### src/rtl/rv32i_program_loader_if.sv
// Host byte stream and instruction-memory write port of the program loader.
// The master side is the host bridge; the slave side is the loader itself.
interface rv32i_program_loader_if #(
    parameter int ADDR_WIDTH = 14
);
    logic                  in_valid;
    logic [7:0]            in_data;
    logic                  in_ready;
    logic                  mem_we;
    logic [ADDR_WIDTH-1:0] mem_addr;
    logic [31:0]           mem_wdata;

    modport master (
        output in_valid, in_data,
        input  in_ready, mem_we, mem_addr, mem_wdata
    );

    modport slave (
        input  in_valid, in_data,
        output in_ready, mem_we, mem_addr, mem_wdata
    );
endinterface

### src/rtl/rv32i_program_loader.sv
// Boot loader: packs a little-endian byte stream into 32-bit words, writes them to
// instruction memory in order, and holds the core in reset until the image is complete.
module rv32i_program_loader #(
    parameter int ADDR_WIDTH = 14
) (
    input  logic                  clk,
    input  logic                  reset_n,
    input  logic                  start,
    input  logic [ADDR_WIDTH:0]   len_words,
    rv32i_program_loader_if.slave bus,
    output logic                  core_reset_n,
    output logic                  busy,
    output logic                  done,
    output logic                  overflow
);
    typedef enum logic [1:0] {IDLE, LOAD, FLUSH, DONE} state_t;

    localparam logic [ADDR_WIDTH:0] DEPTH = {1'b1, {ADDR_WIDTH{1'b0}}};
    localparam logic [ADDR_WIDTH:0] ONE_W = {{ADDR_WIDTH{1'b0}}, 1'b1};

    // Saturate the requested length to the memory capacity.
    function automatic logic [ADDR_WIDTH:0] clamp_len(input logic [ADDR_WIDTH:0] len);
        return (len > DEPTH) ? DEPTH : len;
    endfunction

    state_t                state, state_n;
    logic [ADDR_WIDTH:0]   len_q, len_n;
    logic [ADDR_WIDTH:0]   word_q, word_n;
    logic [1:0]            lane_q, lane_n;
    logic [23:0]           asm_q, asm_n;
    logic                  we_q, we_n;
    logic [ADDR_WIDTH-1:0] addr_q, addr_n;
    logic [31:0]           wdata_q, wdata_n;
    logic                  crn_n, busy_n, done_n, ovf_n;
    logic                  accept;

    assign bus.in_ready  = (state == LOAD);
    assign bus.mem_we    = we_q;
    assign bus.mem_addr  = addr_q;
    assign bus.mem_wdata = wdata_q;
    assign accept        = bus.in_valid && (state == LOAD);

    always_comb begin
        state_n = state;
        len_n   = len_q;
        word_n  = word_q;
        lane_n  = lane_q;
        asm_n   = asm_q;
        we_n    = 1'b0;
        addr_n  = addr_q;
        wdata_n = wdata_q;
        ovf_n   = overflow;

        unique case (state)
            IDLE, DONE: begin
                if (start) begin
                    len_n   = clamp_len(len_words);
                    ovf_n   = (len_words > DEPTH);
                    word_n  = '0;
                    lane_n  = '0;
                    asm_n   = '0;
                    state_n = (len_words == '0) ? DONE : LOAD;
                end
            end
            LOAD: begin
                if (accept) begin
                    lane_n = lane_q + 2'd1;
                    unique case (lane_q)
                        2'd0: asm_n[7:0]   = bus.in_data;
                        2'd1: asm_n[15:8]  = bus.in_data;
                        2'd2: asm_n[23:16] = bus.in_data;
                        2'd3: begin
                            // Lane 3 goes straight to the write register so the
                            // assembly register is free for the next word's first byte.
                            we_n    = 1'b1;
                            addr_n  = word_q[ADDR_WIDTH-1:0];
                            wdata_n = {bus.in_data, asm_q};
                            word_n  = word_q + ONE_W;
                            if (word_n == len_q)
                                state_n = FLUSH;
                        end
                    endcase
                end
            end
            FLUSH: state_n = DONE;
            default: state_n = IDLE;
        endcase

        crn_n  = (state_n == DONE);
        done_n = (state_n == DONE);
        busy_n = (state_n == LOAD) || (state_n == FLUSH);
    end

    always_ff @(posedge clk or negedge reset_n) begin
        if (!reset_n) begin
            state        <= IDLE;
            len_q        <= '0;
            word_q       <= '0;
            lane_q       <= '0;
            asm_q        <= '0;
            we_q         <= 1'b0;
            addr_q       <= '0;
            wdata_q      <= '0;
            core_reset_n <= 1'b0;
            busy         <= 1'b0;
            done         <= 1'b0;
            overflow     <= 1'b0;
        end else begin
            state        <= state_n;
            len_q        <= len_n;
            word_q       <= word_n;
            lane_q       <= lane_n;
            asm_q        <= asm_n;
            we_q         <= we_n;
            addr_q       <= addr_n;
            wdata_q      <= wdata_n;
            core_reset_n <= crn_n;
            busy         <= busy_n;
            done         <= done_n;
            overflow     <= ovf_n;
        end
    end
endmodule

### src/flat_wrapper.sv
// flat-port wrapper written by rule: the top's interface ports become plain ports
module rv32i_program_loader_flat 
#(
    parameter int ADDR_WIDTH = 14
)
  (clk, reset_n, start, len_words, core_reset_n, busy, done, overflow, bus_in_valid, bus_in_data, bus_in_ready, bus_mem_we, bus_mem_addr, bus_mem_wdata);
  rv32i_program_loader_if #(.ADDR_WIDTH(ADDR_WIDTH)) bus_i ();
  input  logic clk;
  input  logic reset_n;
  input  logic start;
  input  logic [ADDR_WIDTH:0] len_words;
  output logic core_reset_n;
  output logic busy;
  output logic done;
  output logic overflow;
  input wire logic [$bits(bus_i.in_valid)-1:0] bus_in_valid;
  input wire logic [$bits(bus_i.in_data)-1:0] bus_in_data;
  output wire logic [$bits(bus_i.in_ready)-1:0] bus_in_ready;
  output wire logic [$bits(bus_i.mem_we)-1:0] bus_mem_we;
  output wire logic [$bits(bus_i.mem_addr)-1:0] bus_mem_addr;
  output wire logic [$bits(bus_i.mem_wdata)-1:0] bus_mem_wdata;
  assign bus_i.in_valid = bus_in_valid;
  assign bus_i.in_data = bus_in_data;
  assign bus_in_ready = bus_i.in_ready;
  assign bus_mem_we = bus_i.mem_we;
  assign bus_mem_addr = bus_i.mem_addr;
  assign bus_mem_wdata = bus_i.mem_wdata;
  rv32i_program_loader #(.ADDR_WIDTH(ADDR_WIDTH)) u_core (.clk(clk), .reset_n(reset_n), .start(start), .len_words(len_words), .bus(bus_i), .core_reset_n(core_reset_n), .busy(busy), .done(done), .overflow(overflow));
endmodule
### config.mk
export PLATFORM = sky130hd
export DESIGN_NAME = rv32i_program_loader_flat
export DESIGN_NICKNAME = d
export VERILOG_FILES = /design/src/rtl/rv32i_program_loader_if.sv /design/src/rtl/rv32i_program_loader.sv /design/src/flat_wrapper.sv
export SDC_FILE = /design/constraint.sdc
export NUM_CORES = 1
export LEC_CHECK = 0
export BUFFER_PORTS_ARGS = -buffer_cell sky130_fd_sc_hd__buf_2
export CAP_MARGIN = 0
export CORE_ASPECT_RATIO = 0.5
export CORE_MARGIN = 2
export CORE_UTILIZATION = 40
export CTS_CLUSTER_SIZE = 24
export DETAILED_ROUTE_END_ITERATION = 8
export PLACE_DENSITY = 0.6
export SLEW_MARGIN = 20
export SYNTH_ARGS = -nofsm -noshare
export SYNTH_HDL_FRONTEND = slang
export SYNTH_SLANG_ARGS = --single-unit
### constraint.sdc
create_clock -name clk -period 2.2 [get_ports clk]
set_clock_uncertainty 0.05 [all_clocks]
set_input_delay 0.44 -clock clk [delete_from_list [all_inputs] [get_ports clk]]
set_output_delay 0.44 -clock clk [all_outputs]
set_load 0.05 [all_outputs]
# After elaboration in Yosys (flattened, before gate mapping)

Index checks and enable logic that the tools add are counted.

Register bits: 108
Output and inout port bits: 52
Input port bits: 27
Word-level logic and storage cells: 69

Muxes and demuxes: 23
Add/subtract/negate cells: 2
Reductions and logical operators: 14
Equal/unequal tests: 16
$lt $le $gt $ge: 1

Operator list:

| kind                                                                    | number |
|---|---|
| 15-bit two-way mux                                                      | 4 |
| 24-bit two-way mux                                                      | 2 |
| 24-bit one-hot mux with 2 select lines                                  | 1 |
| 15-bit one-hot mux with 2 select lines                                  | 1 |
| 8-bit two-way mux                                                       | 3 |
| 4-bit AND reduction                                                     | 4 |
| 15-bit by 1-bit adder with 15-bit output, second input constant         | 1 |
| 15-bit equality test                                                    | 1 |
| 15-bit greater-than comparator, second input constant                   | 1 |
| 15-bit zero test                                                        | 1 |
| 2-bit two-way mux                                                       | 7 |
| 2-bit equality test, second input constant                              | 6 |
| 2-bit by 1-bit inequality test with 1-bit output, second input constant | 5 |
| 2-bit by 1-bit equality test with 1-bit output, second input constant   | 3 |
| 2-bit one-hot mux with 3 select lines                                   | 1 |
| 3-bit AND reduction                                                     | 2 |
| 2-bit zero test                                                         | 2 |
| 2-bit one-hot mux with 2 select lines                                   | 1 |
| 1-bit two-way mux                                                       | 3 |
| 2-bit by 1-bit adder with 2-bit output, second input constant           | 1 |
| 2-bit inequality test, second input constant                            | 1 |
| 2-bit AND reduction                                                     | 1 |
| 2-bit nonzero test                                                      | 1 |
| 2-bit OR reduction                                                      | 1 |
| 2 further kinds                                                         | 2 |

# Longest topological paths before layout

Depth after elaboration: 8
Gate-level depth with buffers: 10
Gate-level depth less buffers: 9

# Least setup slack after synthesis

OpenSTA, ideal clock, no wires.

Path kind: register to register
From: register u_core.state[1]
To: register u_core.busy
Arrival: 2.330 ns
Library setup time: 0.126 ns
Cell stages (with the launch flop): 11
Period minus slack after synthesis: 2.506 ns
Setup slack: -0.306 ns
Path buffers: 1
Data required time: 2.024 ns
Path through: dfrtp_1 inv_1 ha_1 clkbuf_8 nand3_1 inv_1 nand4_1 a2111oi_0 nand4_1 a2bb2oi_1 ha_1

Cells in the longest elaborated chain, start to end: 6
Elaborated cells on any way between the ends: 14
Those cells by class: 5 x eq/ne; 5 x mux; 4 x reduce/logical

RTL lines:

| element                                                                                      | RTL line                    | text |
|---|---|---|
| start: declaration                                                                           | rv32i_program_loader.sv:26  | `state_t state, state_n;` |
| start signal: assignment                                                                     | rv32i_program_loader.sv:109 | `state <= state_n;` |
| 2-bit by 1-bit equality test with 1-bit output *                                             | -                           |  |
| net bus_in_ready                                                                             | flat_wrapper.sv:18          | `output wire logic [$bits(bus_i.in_ready)-1:0] bus_in_ready;` |
| 1-bit logical AND                                                                            | rv32i_program_loader.sv:41  | `assign accept = bus.in_valid && (state == LOAD);` |
| 2-bit two-way mux                                                                            | rv32i_program_loader.sv:66  | `if (accept) begin` |
| 2-bit one-hot mux with 3 select lines *                                                      | rv32i_program_loader.sv:54  | `unique case (state)` |
| net u_core.state_n[0]                                                                        | rv32i_program_loader.sv:26  |  |
| 2-bit by 1-bit equality test with 1-bit output / 2-bit equality test (equally long branches) | rv32i_program_loader.sv:91  | `busy_n = (state_n == LOAD) \|\| (state_n == FLUSH);` |
| 1-bit logical OR *                                                                           | rv32i_program_loader.sv:91  |  |
| net u_core.busy_n                                                                            | rv32i_program_loader.sv:34  | `logic crn_n, busy_n, done_n, ovf_n;` |
| end signal: assignment                                                                       | rv32i_program_loader.sv:118 | `busy <= busy_n;` |
| end: declaration                                                                             | rv32i_program_loader.sv:12  | `output logic busy,` |

The timed path passes the listed nets; every way through them passes the cells marked *.
A chain may end at the register's enable or synchronous reset.

# Worst setup path in the final report

From: register u_core.word_q[2]
To: register u_core.busy

Cells in the longest elaborated chain, start to end: 8
Elaborated cells on any way between the ends: 9
Those cells by class: 1 x add/sub; 3 x eq/ne; 4 x mux; 1 x reduce/logical

RTL lines:

| element                                                                                      | RTL line                    | text |
|---|---|---|
| start: declaration                                                                           | rv32i_program_loader.sv:28  | `logic [ADDR_WIDTH:0] word_q, word_n;` |
| start signal: assignment                                                                     | rv32i_program_loader.sv:111 | `word_q <= word_n;` |
| 15-bit by 1-bit adder with 15-bit output *                                                   | rv32i_program_loader.sv:78  | `word_n = word_q + ONE_W;` |
| 15-bit equality test *                                                                       | rv32i_program_loader.sv:79  | `if (word_n == len_q)` |
| 2-bit two-way mux *                                                                          | rv32i_program_loader.sv:79  |  |
| 2-bit two-way mux *                                                                          | rv32i_program_loader.sv:68  | `unique case (lane_q)` |
| 2-bit two-way mux *                                                                          | rv32i_program_loader.sv:66  |  |
| 2-bit one-hot mux with 3 select lines *                                                      | rv32i_program_loader.sv:54  |  |
| net u_core.state_n[0]                                                                        | rv32i_program_loader.sv:26  |  |
| 2-bit by 1-bit equality test with 1-bit output / 2-bit equality test (equally long branches) | rv32i_program_loader.sv:91  |  |
| 1-bit logical OR *                                                                           | rv32i_program_loader.sv:91  |  |
| net u_core.busy_n                                                                            | rv32i_program_loader.sv:34  |  |

Marked as above.

==> impl_metrics.toml <==
[power_and_ir_drop]
leakage_uw = 0.003204
p_per_area_mw_per_mm2 = 1322
ir_drop_mv = 0.5625

[clock_network]
h-tree-depth = 3
path_clk_slew_ns = 0.07
root_buffer = "clkbuf_16"
cts_buffer_depth = 2
clk_latency_ns = 0.35
cts_tree = "done"
cts_sinks = 108
numCtsBuffers = 9

[sta]
fin_crit_sh_pct = 100.9
hold_slack_ns = 0.2775
worst_pin_slew_ns = 0.6296
worst_slack_ns = -0.02059
hold_viol_final = 0
max_freq_ghz = 0.4503
setup_tns_ns = -0.02059
slew_viol_final = 0
finalSetupViolCount = 1
rsz0062_at_grt = "true"
period_minus_slack_ns = 2.221
slew_headroom_pct = 58.03

[global_route]
grt_usage_pct = 17.27
grt_remaining_overflow = 0
grt_max_degree = 47
grt_pass1_wl_mm = 18.16
grt_antenna_before_repair = 0
grt_pass1_vias = 3591

[worst_setup_path]
cp.required_ns = 2.38
end_kind = "register"
regToRegStartpoint = "u_core.word_q[2]$_DFFE_PN0P_"
critPathArrivalTime_ns = 2.40
r2r_cells = 7
rr_endpoint = "u_core.busy$_DFF_PN0_"
r2r_slack_ns = -0.02
worstSetupPathType = "register to register"
start_kind = "register"
critPathMaxFanout = 5

[synth]
yosys.area.top_type_share_pct = 54.41
synth_top_area_cell = "dfrtp_1"
syn_area_per_cell_sq_um = 12.54
seq_area_frac_synth_pct = 54.41
yosysWarnings = 0
syn-num-nets = 431
syn_inst = 396
ys_top_cells_by_area = "dfrtp_1 (54%), mux2_2 (16%), o21ai_0 (2.8%), a22o_1 (2.5%), xnor2_1 (2.1%)"
ys_ff_latch = 108
synth_area_sq_mm = 0.004967
yosys.cell_types.count = 54

[finish]
drive_gt1_share_pct = 49.91
final_area_sq_mm = 0.006422
final_nets = 563
antennaDiodeCount = 0
syn2layout_area_growth_pct = 29.29
final_cells = 698

[routing]
dr.pass1.iters = 4
ant_nets = 0
drt_iter0_markers = 185
drcViolationCount = 0
dr_wl_met3_um = 369
postRouteWirelength_mm = 10.93
met2_length_mm = 4.913
via_per_inst = 5.069
vias = 3538
met1_length_mm = 5.541
routedWlPerCell_um = 15.65
highest_layer = "met4"

[outcome]
failed_checks = "negative setup slack"
status = "finished, violations left"

[place]
place_hpwl_mm = 7.699
placedCellCount = 674
dpl_cell_area_sq_mm = 0.005922
port_buffers = 78
gp_congestion = 0.8973

[min_path]
worstHoldStart = "len_words[0]"
hold-path-cell-count = 2
min_to = "u_core.len_q[0]$_DFFE_PN0P_"
worst_hold_path_type = "input port to register"

[job]
maxCapViolations = 0

[floorplan]
row_count = 28
start_util_pct = 41.58
ios = 79
fp.dieH_um = 82.80
fp.dieW_um = 161.6
core-area_sq_mm = 0.01195
dieArea_sq_mm = 0.01338
[worst max-delay path, stage by stage (launching register included)]
cell and delay, ns:
dfrtp_2 0.43, nand3_4 0.13, o21a_1 0.21, or4b_4 0.53, a22oi_4 0.22, nand3_2 0.09, a2bb2oi_2 0.15, ha_1 0.30
[per-layer routing]
metal | track usage (%) | vias to the layer above
li1 | - | 1696
met1 | 24.27 | 1763
met2 | 27.12 | 70
met3 | 3.846 | 9
met4 | 4.627 | 0
met5 | 0 | -
[timing repair]
item / CTS / global route
pin swaps: 6 / 9
setup endpoints to repair: 2 / 4
gates resized for setup: 20 / 10
endpoints found under the hold margin: 22 / 0
hold buffers: 1 / 0
setup buffers: 4 / 3
[cell families after synthesis]
kind of cell,after synthesis,share of synthesized area (%)
mux,72,16.30
buf+inv,32,3.577
xor+xnor,20,3.526
fa+ha+maj,8,2.015
compound gates,71,10.08
flops,108,54.41
simple gates,85,10.10
[how the worst max path moves through the flow]
stage	end	slack [ns]	startpoint
2_1_floorplan	u_core.busy$_DFF_PN0_	-0.02	u_core.word_q[0]$_DFFE_PN0P_
3_3_place_gp	u_core.busy$_DFF_PN0_	-0.21	u_core.word_q[1]$_DFFE_PN0P_
3_5_place_dp	u_core.busy$_DFF_PN0_	-0.22	u_core.word_q[1]$_DFFE_PN0P_
4_1_cts	u_core.busy$_DFF_PN0_	0.02	u_core.word_q[0]$_DFFE_PN0P_
5_1_grt	u_core.busy$_DFF_PN0_	-0.12	u_core.word_q[0]$_DFFE_PN0P_
6_report	u_core.busy$_DFF_PN0_	-0.02	u_core.word_q[2]$_DFFE_PN0P_
[power breakdown]
| group | switching [uW] | internal (uW) |
|---|---|---|
| logic | 2290 | 1590 |
| registers | 356 | 2580 |
| clock network | 773 | 904 |
| total | 3420 | 5080 |
[sequential cells by signal, summed over array words and instances, names as in the netlist, 2 cells and up]
signal,count
u_core.asm_q,24
u_core.bus.mem_addr,14
u_core.bus.mem_wdata,32
u_core.lane_q,2
u_core.len_q,15
u_core.state,2
u_core.word_q,15
[Yosys cell counts, drive strengths merged]
cell type,number
a2111oi,1
a211o,1
a211oi,1
a21oi,6
a22o,14
a22oi,1
a2bb2oi,1
a41oi,1
and2,8
and3,2
and4,1
buf,8
clkbuf,15
dfrtp,108
ha,8
inv,9
mux2,71
mux2i,1
nand2,16
nand2b,5
nand3,11
nand4,6
nor2,14
nor2b,2
nor3,9
nor3b,1
nor4,5
o211ai,1
o21a,3
o21ai,30
o21bai,1
o2bb2ai,1
o311ai,1
o31ai,4
o32a,1
o41ai,3
or2,1
or2b,1
or3,2
or4b,1
xnor2,12
xor2,8
[layout make-up]
cell class                 count  area [sq um]
tap                          165         206.4
fill                        1061          5524
timing repair buffer         144         939.7
inverter                       9         33.78
sequential                   108          2709
clock buffer                   9         225.2
clock inverter                 7         81.33
multi-input combinational    256          2227
[metrics by stage]
stage               util, %  power (uW)  worst slack (ns)
CTS                   53.29        8537           0.01826
finish                53.76        8492          -0.02059
global route          53.76        8988           -0.1219
global placement      49.57        6713           -0.2094
detailed placement    49.57        6779           -0.2170
floorplan                 -        5617          -0.01889
[cell usage in the layout (no fill, tap or decap), drive strengths merged, types with 2 or more instances in the layout]
master,instances
nand4,6
o41ai,3
a22o,14
ha,8
nor3,9
xnor2,12
nor2b,2
clkinv,2
buf,143
and3,2
nand2,16
clkbuf,9
o21ai,30
or3,2
nand2b,5
o31ai,4
a21oi,6
o21a,3
xor2,8
and2,8
dfrtp,108
nor2,14
mux2,71
nor4,5
nand3,11
inv,13
Power figures use the tool's default switching activity.
